File: src/rtl/btn_pkg.sv
// Shared constants for the front-panel button event path: press FSM states,
// event kind encoding and the default button count.
package btn_pkg;

  localparam logic [1:0] S_IDLE  = 2'd0;
  localparam logic [1:0] S_PRESS = 2'd1;
  localparam logic [1:0] S_HELD  = 2'd2;

  localparam logic EV_SHORT = 1'b0;
  localparam logic EV_LONG  = 1'b1;

  localparam int unsigned N_BTN_DEFAULT = 4;

endpackage

File: src/rtl/btn_debounce.sv
// Two-flop synchroniser followed by a saturating debounce counter; db rises
// DEB_LIMIT+1 cycles after the synced level goes high and drops one cycle after it goes low.
module btn_debounce #(
  parameter int unsigned DEB_LIMIT = 2500
) (
  input  logic clk,
  input  logic rst,
  input  logic raw,
  output logic db
);

  localparam int unsigned CW = $clog2(DEB_LIMIT + 1);

  logic          r_s1;
  logic          r_s2;
  logic [CW-1:0] r_cnt;
  logic          r_db;

  always_ff @(posedge clk or posedge rst) begin
    if (rst) begin
      r_s1  <= 1'b0;
      r_s2  <= 1'b0;
      r_cnt <= '0;
      r_db  <= 1'b0;
    end else begin
      r_s1 <= raw;
      r_s2 <= r_s1;
      if (!r_s2) begin
        r_cnt <= '0;
        r_db  <= 1'b0;
      end else begin
        if (r_cnt != CW'(DEB_LIMIT))
          r_cnt <= r_cnt + 1'b1;
        r_db <= (r_cnt >= CW'(DEB_LIMIT));
      end
    end
  end

  assign db = r_db;

endmodule

File: src/rtl/btn_event_arbiter.sv
// Debounces each button, classifies every press as short or long, and hands
// one pending event at a time to the consumer via round-robin valid/ready.
module btn_event_arbiter
  import btn_pkg::*;
#(
  parameter int unsigned N_BTN      = N_BTN_DEFAULT,
  parameter int unsigned DEB_LIMIT  = 2500,
  parameter int unsigned LONG_LIMIT = 50_000_000
) (
  input  logic                     clk,
  input  logic                     rst,
  input  logic [N_BTN-1:0]         btn_in,
  output logic                     ev_valid,
  output logic [$clog2(N_BTN)-1:0] ev_btn,
  output logic                     ev_long,
  input  logic                     ev_ready,
  output logic                     ev_drop
);

  localparam int unsigned BW = $clog2(N_BTN);
  localparam int unsigned HW = $clog2(LONG_LIMIT + 1);

  logic [N_BTN-1:0] w_db;

  generate
    for (genvar gi = 0; gi < N_BTN; gi++) begin : g_deb
      btn_debounce #(.DEB_LIMIT(DEB_LIMIT)) u_deb (
        .clk (clk),
        .rst (rst),
        .raw (btn_in[gi]),
        .db  (w_db[gi])
      );
    end
  endgenerate

  logic [1:0]    r_state [N_BTN];
  logic [HW-1:0] r_hold  [N_BTN];
  logic [N_BTN-1:0] w_post;
  logic [N_BTN-1:0] w_post_kind;

  // In IDLE db can only be high on its rising edge, since both exits to IDLE require db low.
  always_comb begin
    w_post      = '0;
    w_post_kind = '0;
    for (int unsigned i = 0; i < N_BTN; i++) begin
      if (r_state[i] == S_PRESS) begin
        if (!w_db[i]) begin
          w_post[i]      = 1'b1;
          w_post_kind[i] = EV_SHORT;
        end else if (r_hold[i] == HW'(LONG_LIMIT - 1)) begin
          w_post[i]      = 1'b1;
          w_post_kind[i] = EV_LONG;
        end
      end
    end
  end

  always_ff @(posedge clk or posedge rst) begin
    if (rst) begin
      for (int unsigned i = 0; i < N_BTN; i++) begin
        r_state[i] <= S_IDLE;
        r_hold[i]  <= '0;
      end
    end else begin
      for (int unsigned i = 0; i < N_BTN; i++) begin
        case (r_state[i])
          S_IDLE: begin
            if (w_db[i]) begin
              r_state[i] <= S_PRESS;
              r_hold[i]  <= '0;
            end
          end
          S_PRESS: begin
            if (!w_db[i])
              r_state[i] <= S_IDLE;
            else if (r_hold[i] == HW'(LONG_LIMIT - 1))
              r_state[i] <= S_HELD;
            else
              r_hold[i] <= r_hold[i] + 1'b1;
          end
          S_HELD: begin
            if (!w_db[i])
              r_state[i] <= S_IDLE;
          end
          default: r_state[i] <= S_IDLE;
        endcase
      end
    end
  end

  logic [N_BTN-1:0] r_pend;
  logic [N_BTN-1:0] r_kind;
  logic [BW-1:0]    r_ptr;
  logic             r_ev_valid;
  logic [BW-1:0]    r_ev_btn;
  logic             r_ev_long;
  logic             r_ev_drop;

  logic             w_free;
  logic             w_found;
  logic [BW-1:0]    w_sel;
  logic [BW-1:0]    w_ptr_next;
  logic [N_BTN-1:0] w_grant;
  logic             w_drop;

  assign w_free = !r_ev_valid || ev_ready;

  always_comb begin
    w_found = 1'b0;
    w_sel   = '0;
    for (int unsigned k = 0; k < N_BTN; k++) begin
      int unsigned j;
      j = 32'(r_ptr) + k;
      if (j >= N_BTN)
        j = j - N_BTN;
      if (!w_found && r_pend[j]) begin
        w_found = 1'b1;
        w_sel   = BW'(j);
      end
    end
    w_grant = '0;
    if (w_free && w_found)
      w_grant[w_sel] = 1'b1;
  end

  assign w_ptr_next = (w_sel == BW'(N_BTN - 1)) ? '0 : w_sel + 1'b1;
  assign w_drop     = |(w_post & r_pend & ~w_grant);

  // A post coinciding with a grant of the same button re-arms pend with the new kind.
  always_ff @(posedge clk or posedge rst) begin
    if (rst) begin
      r_pend <= '0;
      r_kind <= '0;
    end else begin
      for (int unsigned i = 0; i < N_BTN; i++) begin
        if (w_post[i]) begin
          if (!r_pend[i] || w_grant[i]) begin
            r_pend[i] <= 1'b1;
            r_kind[i] <= w_post_kind[i];
          end
        end else if (w_grant[i]) begin
          r_pend[i] <= 1'b0;
        end
      end
    end
  end

  always_ff @(posedge clk or posedge rst) begin
    if (rst) begin
      r_ptr      <= '0;
      r_ev_valid <= 1'b0;
      r_ev_btn   <= '0;
      r_ev_long  <= 1'b0;
      r_ev_drop  <= 1'b0;
    end else begin
      r_ev_drop <= w_drop;
      if (w_free) begin
        if (w_found) begin
          r_ev_valid <= 1'b1;
          r_ev_btn   <= w_sel;
          r_ev_long  <= r_kind[w_sel];
          r_ptr      <= w_ptr_next;
        end else begin
          r_ev_valid <= 1'b0;
        end
      end
    end
  end

  assign ev_valid = r_ev_valid;
  assign ev_btn   = r_ev_btn;
  assign ev_long  = r_ev_long;
  assign ev_drop  = r_ev_drop;

endmodule
File: config.mk
export PLATFORM = sky130hd
export DESIGN_NAME = btn_event_arbiter
export DESIGN_NICKNAME = d
export VERILOG_FILES = /design/src/rtl/btn_pkg.sv /design/src/rtl/btn_debounce.sv /design/src/rtl/btn_event_arbiter.sv
export SDC_FILE = /design/constraint.sdc
export NUM_CORES = 1
export LEC_CHECK = 0
export ABC_AREA = 1
export ABC_CLOCK_PERIOD_IN_PS = 4160
export BUFFER_PORTS_ARGS = -buffer_cell sky130_fd_sc_hd__buf_4
export CAP_MARGIN = 20
export CORE_UTILIZATION = 40
export CTS_CLUSTER_SIZE = 16
export DETAILED_ROUTE_END_ITERATION = 8
export GPL_TIMING_DRIVEN = 0
export MAX_ROUTING_LAYER = met4
export PLACE_DENSITY = 0.58
export SYNTH_ARGS = -nofsm -noshare
export SYNTH_HDL_FRONTEND = slang
export SYNTH_HIERARCHICAL = 1
export SYNTH_SLANG_ARGS = --single-unit
File: constraint.sdc
create_clock -name clk -period 4.16 [get_ports clk]
set_clock_uncertainty 0.2 [all_clocks]
set_input_delay 0.416 -clock clk [delete_from_list [all_inputs] [get_ports clk]]
set_output_delay 0.416 -clock clk [all_outputs]
set_load 0.02 [all_outputs]
==> impl_results.md <==
* Status: finished clean
* EDFF count, synth at 0
* Dpl ws at 1.64 ns
* Crit path max-delay family: simple AND/OR/NAND/NOR gates
* Total Die Area at 0.0297 mm2
* CTS Buffer Depth at 2
* Remaining DRCs at 0
* Grt total ovfl at 0
* Die width at 172 um
* # rows at a little over 60
* Pwr Density at ~330 mW/mm2
* Buffers on Ports at 11
* Via Count at 10100
* Reg clk slew, reported paths at roughly 0.07 ns
* Drt first pass iters at 5
* TritonCTS clock tree: done
* Lkg Pwr at between 5 and 6 nW
* Final core utilization at 45.5%
* Die Ht at ~170 um
* Setup crit end kind: flip-flop
* Max Cap Viol at 0
* Routed length on met2 at 12700 um
* Fin area at 0.0128 mm2
* Flops & latches, synth at 187
* Clock Root Buffer: clkbuf_16
* CTS sink cnt at 187
* Placed cell area at approximately 0.012 mm2
* Drt initial violations at around 700
* Setup Fix Bufs, Post-CTS at 0
* Crit-path cells: buf_6, inv_6, nand2_1, nand3_1, nand2_1, nor2_4, nand3_1, nand3_1, nand2_1, inv_1, ha_1, inv_1, o21ai_2, inv_1, nand2_1, nand2_1, inv_1, nand2_1
* F_max at 397 MHz
* Slew Viols, Final at 0
* Synth cell types at 41
* Initial antenna violation count at 0
* H-Tree Depth at 4
* Register area share after synthesis at 40.4%
* Most common cell after layout, fill and taps aside: nand2_1
* Fin worst setup slack at between 1.5 and 2 ns
* Fraction of layout cells with a size suffix above 1 at between 10 and 15%
* Layout Nets at roughly 1600
* Unrepaired setup endpoints after global routing: false
* First-pass GRT wire length at between 40000 and 50000 um
* Core area at between 0.02 and 0.03 mm2
* Hold Slack at between 0.1 and 0.15 ns
* Hold WC Path Type: input pin to flip-flop
* Commonest cells after routing, fill and taps aside: 370 x nand2_1, 188 x inv_1, 187 x dfrtp_1
* CTS Buf Count at 17
* Setup-failing EPs final at 0
* Met1 WL at between 10000 and 15000 um
* # IOs at 12
* CP max stage delay at 0.37 ns
* Post-DP HPWL at ~20000 um
* Slowest CP cell: dfrtp_1
* WL/cell at around 14 um
* Synth-to-Final Area Change at 10.4%
* Synthesized cell area at 0.0116 mm2
* Vias in the first global route at slightly below 10000
* Antenna viol nets, final at 0
* WL met3 at between 700 and 800 um
* Initial Util at between 40% and 50%
* Top layer in use: met4
* Pin slew with the least headroom to its limit at around 0.6 ns
* Tmin final at 2.52 ns
* Global placement routability congestion at 0.924
* Critical Path RT at 4.27 ns
* DR vias/cell at approximately 5.1
* Detailed Route WL at between 20000 and 30000 um
* Syn nets at 1583
* Clock latency on the worst-skew pair at 0.45 ns
* Buffers & Inverters on Critical Path at 6
* Async SR Flop Fraction at 100%
* Worst VDD drop at 388 uV
* Largest net degree at the start of global routing at between 90 and 100
* Synth warnings at 6
* Period utilisation layout at between 60% and 70%
* Startpoint types: flip-flop
* Crit path top cell by count: nand2_1
* Synth Flop Type: dfrtp_1
* All-layer global routing usage at around a fifth
* CP Max Fanout at 10
* Relative slew slack at between 50% and 60%
* Endpoints failing hold at 0
* Worst setup path category: flip-flop to flip-flop
* Ant diodes at 0
* Syn Inst Count at about 1600
* Mean Syn Cell Area at approximately 7.4 um2
* Crit path DAT at 2.63 ns
[power breakdown]
group | switching [mW] | internal [mW]
Sequential | 0.0405 | 1.87
Clock | 0.725 | 0.902
Combinational | 0.514 | 0.236
[cell families after synthesis]
logic type	synth area share, %
simple gates	36.3
buf+inv	8.49
flops	40.4
compound gates	8.47
xor+xnor	4.61
fa+ha+maj	1.73
[layer usage]
layer  track usage, %  vias to the layer above
met5                -                        -
met4             5.27                        0
met3             3.41                       27
met2             32.2                      161
met1             26.5                     4773
li1                 -                     5156
[synth_stat cells, types with 2 or more instances]
master,instances,area (um2)
nand2_1,370,1390
inv_1,189,709
dfrtp_1,187,4680
nor2_1,157,589
nand3_1,141,706
nand4_1,72,450
o21ai_0,55,275
xor2_1,48,420
a21oi_1,43,215
nor3_1,31,155
nand2_2,30,188
o21ai_1,23,115
nand3b_1,22,165
o31ai_1,19,143
o21ai_2,18,158
nor2_4,17,191
ha_1,16,200
or2_2,15,93.8
nor2_2,14,87.6
nor4_1,13,81.3
xnor2_1,13,114
buf_2,10,50.1
buf_6,9,101
clkbuf_1,9,33.8
inv_2,9,33.8
nand3_2,5,50.1
a21oi_2,4,35.0
a31o_2,3,26.3
clkinv_1,3,11.3
clkbuf_2,2,10.0
nand2_4,2,22.5
nor3_2,2,20.0
[per-stage QoR]
step / power, mW / std cells / setup TNS (ns)
4_1_cts: 4.35 / 1987 / 0
3_5_place_dp: 2.69 / 1950 / 0
2_1_floorplan: 2.50 / 1560 / 0
6_report: 4.28 / 1987 / 0
5_1_grt: 4.51 / 1987 / 0
3_3_place_gp: 2.68 / 1949 / -229.75
[registers in the layout, indices dropped and copies added, names as in the netlist]
name               count
r_state                8
ev_valid               1
r_ptr                  2
g_deb.u_deb/r_cnt     48
r_pend                 4
r_hold               104
g_deb.u_deb/r_s2       4
g_deb.u_deb/r_s1       4
ev_drop                1
ev_long                1
g_deb.u_deb/db         4
r_kind                 4
ev_btn                 2
[worst min-delay path: cells and delay by family]
| family | cells | cell delay, ns |
|---|---|---|
| buffers and inverters | 2 | 0.11 |
| and+or+nand+nor | 2 | 0.18 |
[timing repair]
action	CTS	global route
gates resized for setup	0	0
endpoints found under the hold margin	97	0
endpoints found under the setup margin	0	0
hold buffers	5	0
[final timing paths]
check                                      end  depth (start not counted)  slack (ns)           startpoint
max in group asynchronous           r_state[5]                          4        2.57                  rst
max reg2reg                            ev_drop                         18        1.64             r_ptr[0]
min in group asynchronous           r_hold[83]                          3        0.39                  rst
min reg2reg                g_deb[1].u_deb/r_s2                          0        0.15  g_deb[1].u_deb/r_s1
min                                   ev_valid                          4        0.10             ev_ready
max                                    ev_drop                         18        1.64             r_ptr[0]
[area by class of cell]
type | count | area, um2
clock inverter | 10 | 118
sequential | 187 | 4680
tap | 378 | 473
fill | 2826 | 15400
timing repair buffer | 17 | 160
buffer | 32 | 206
clock buffer | 22 | 454
multi-input combinational | 1137 | 5930
inverter | 204 | 783
No activity file was read; power rests on OpenSTA's default activity.
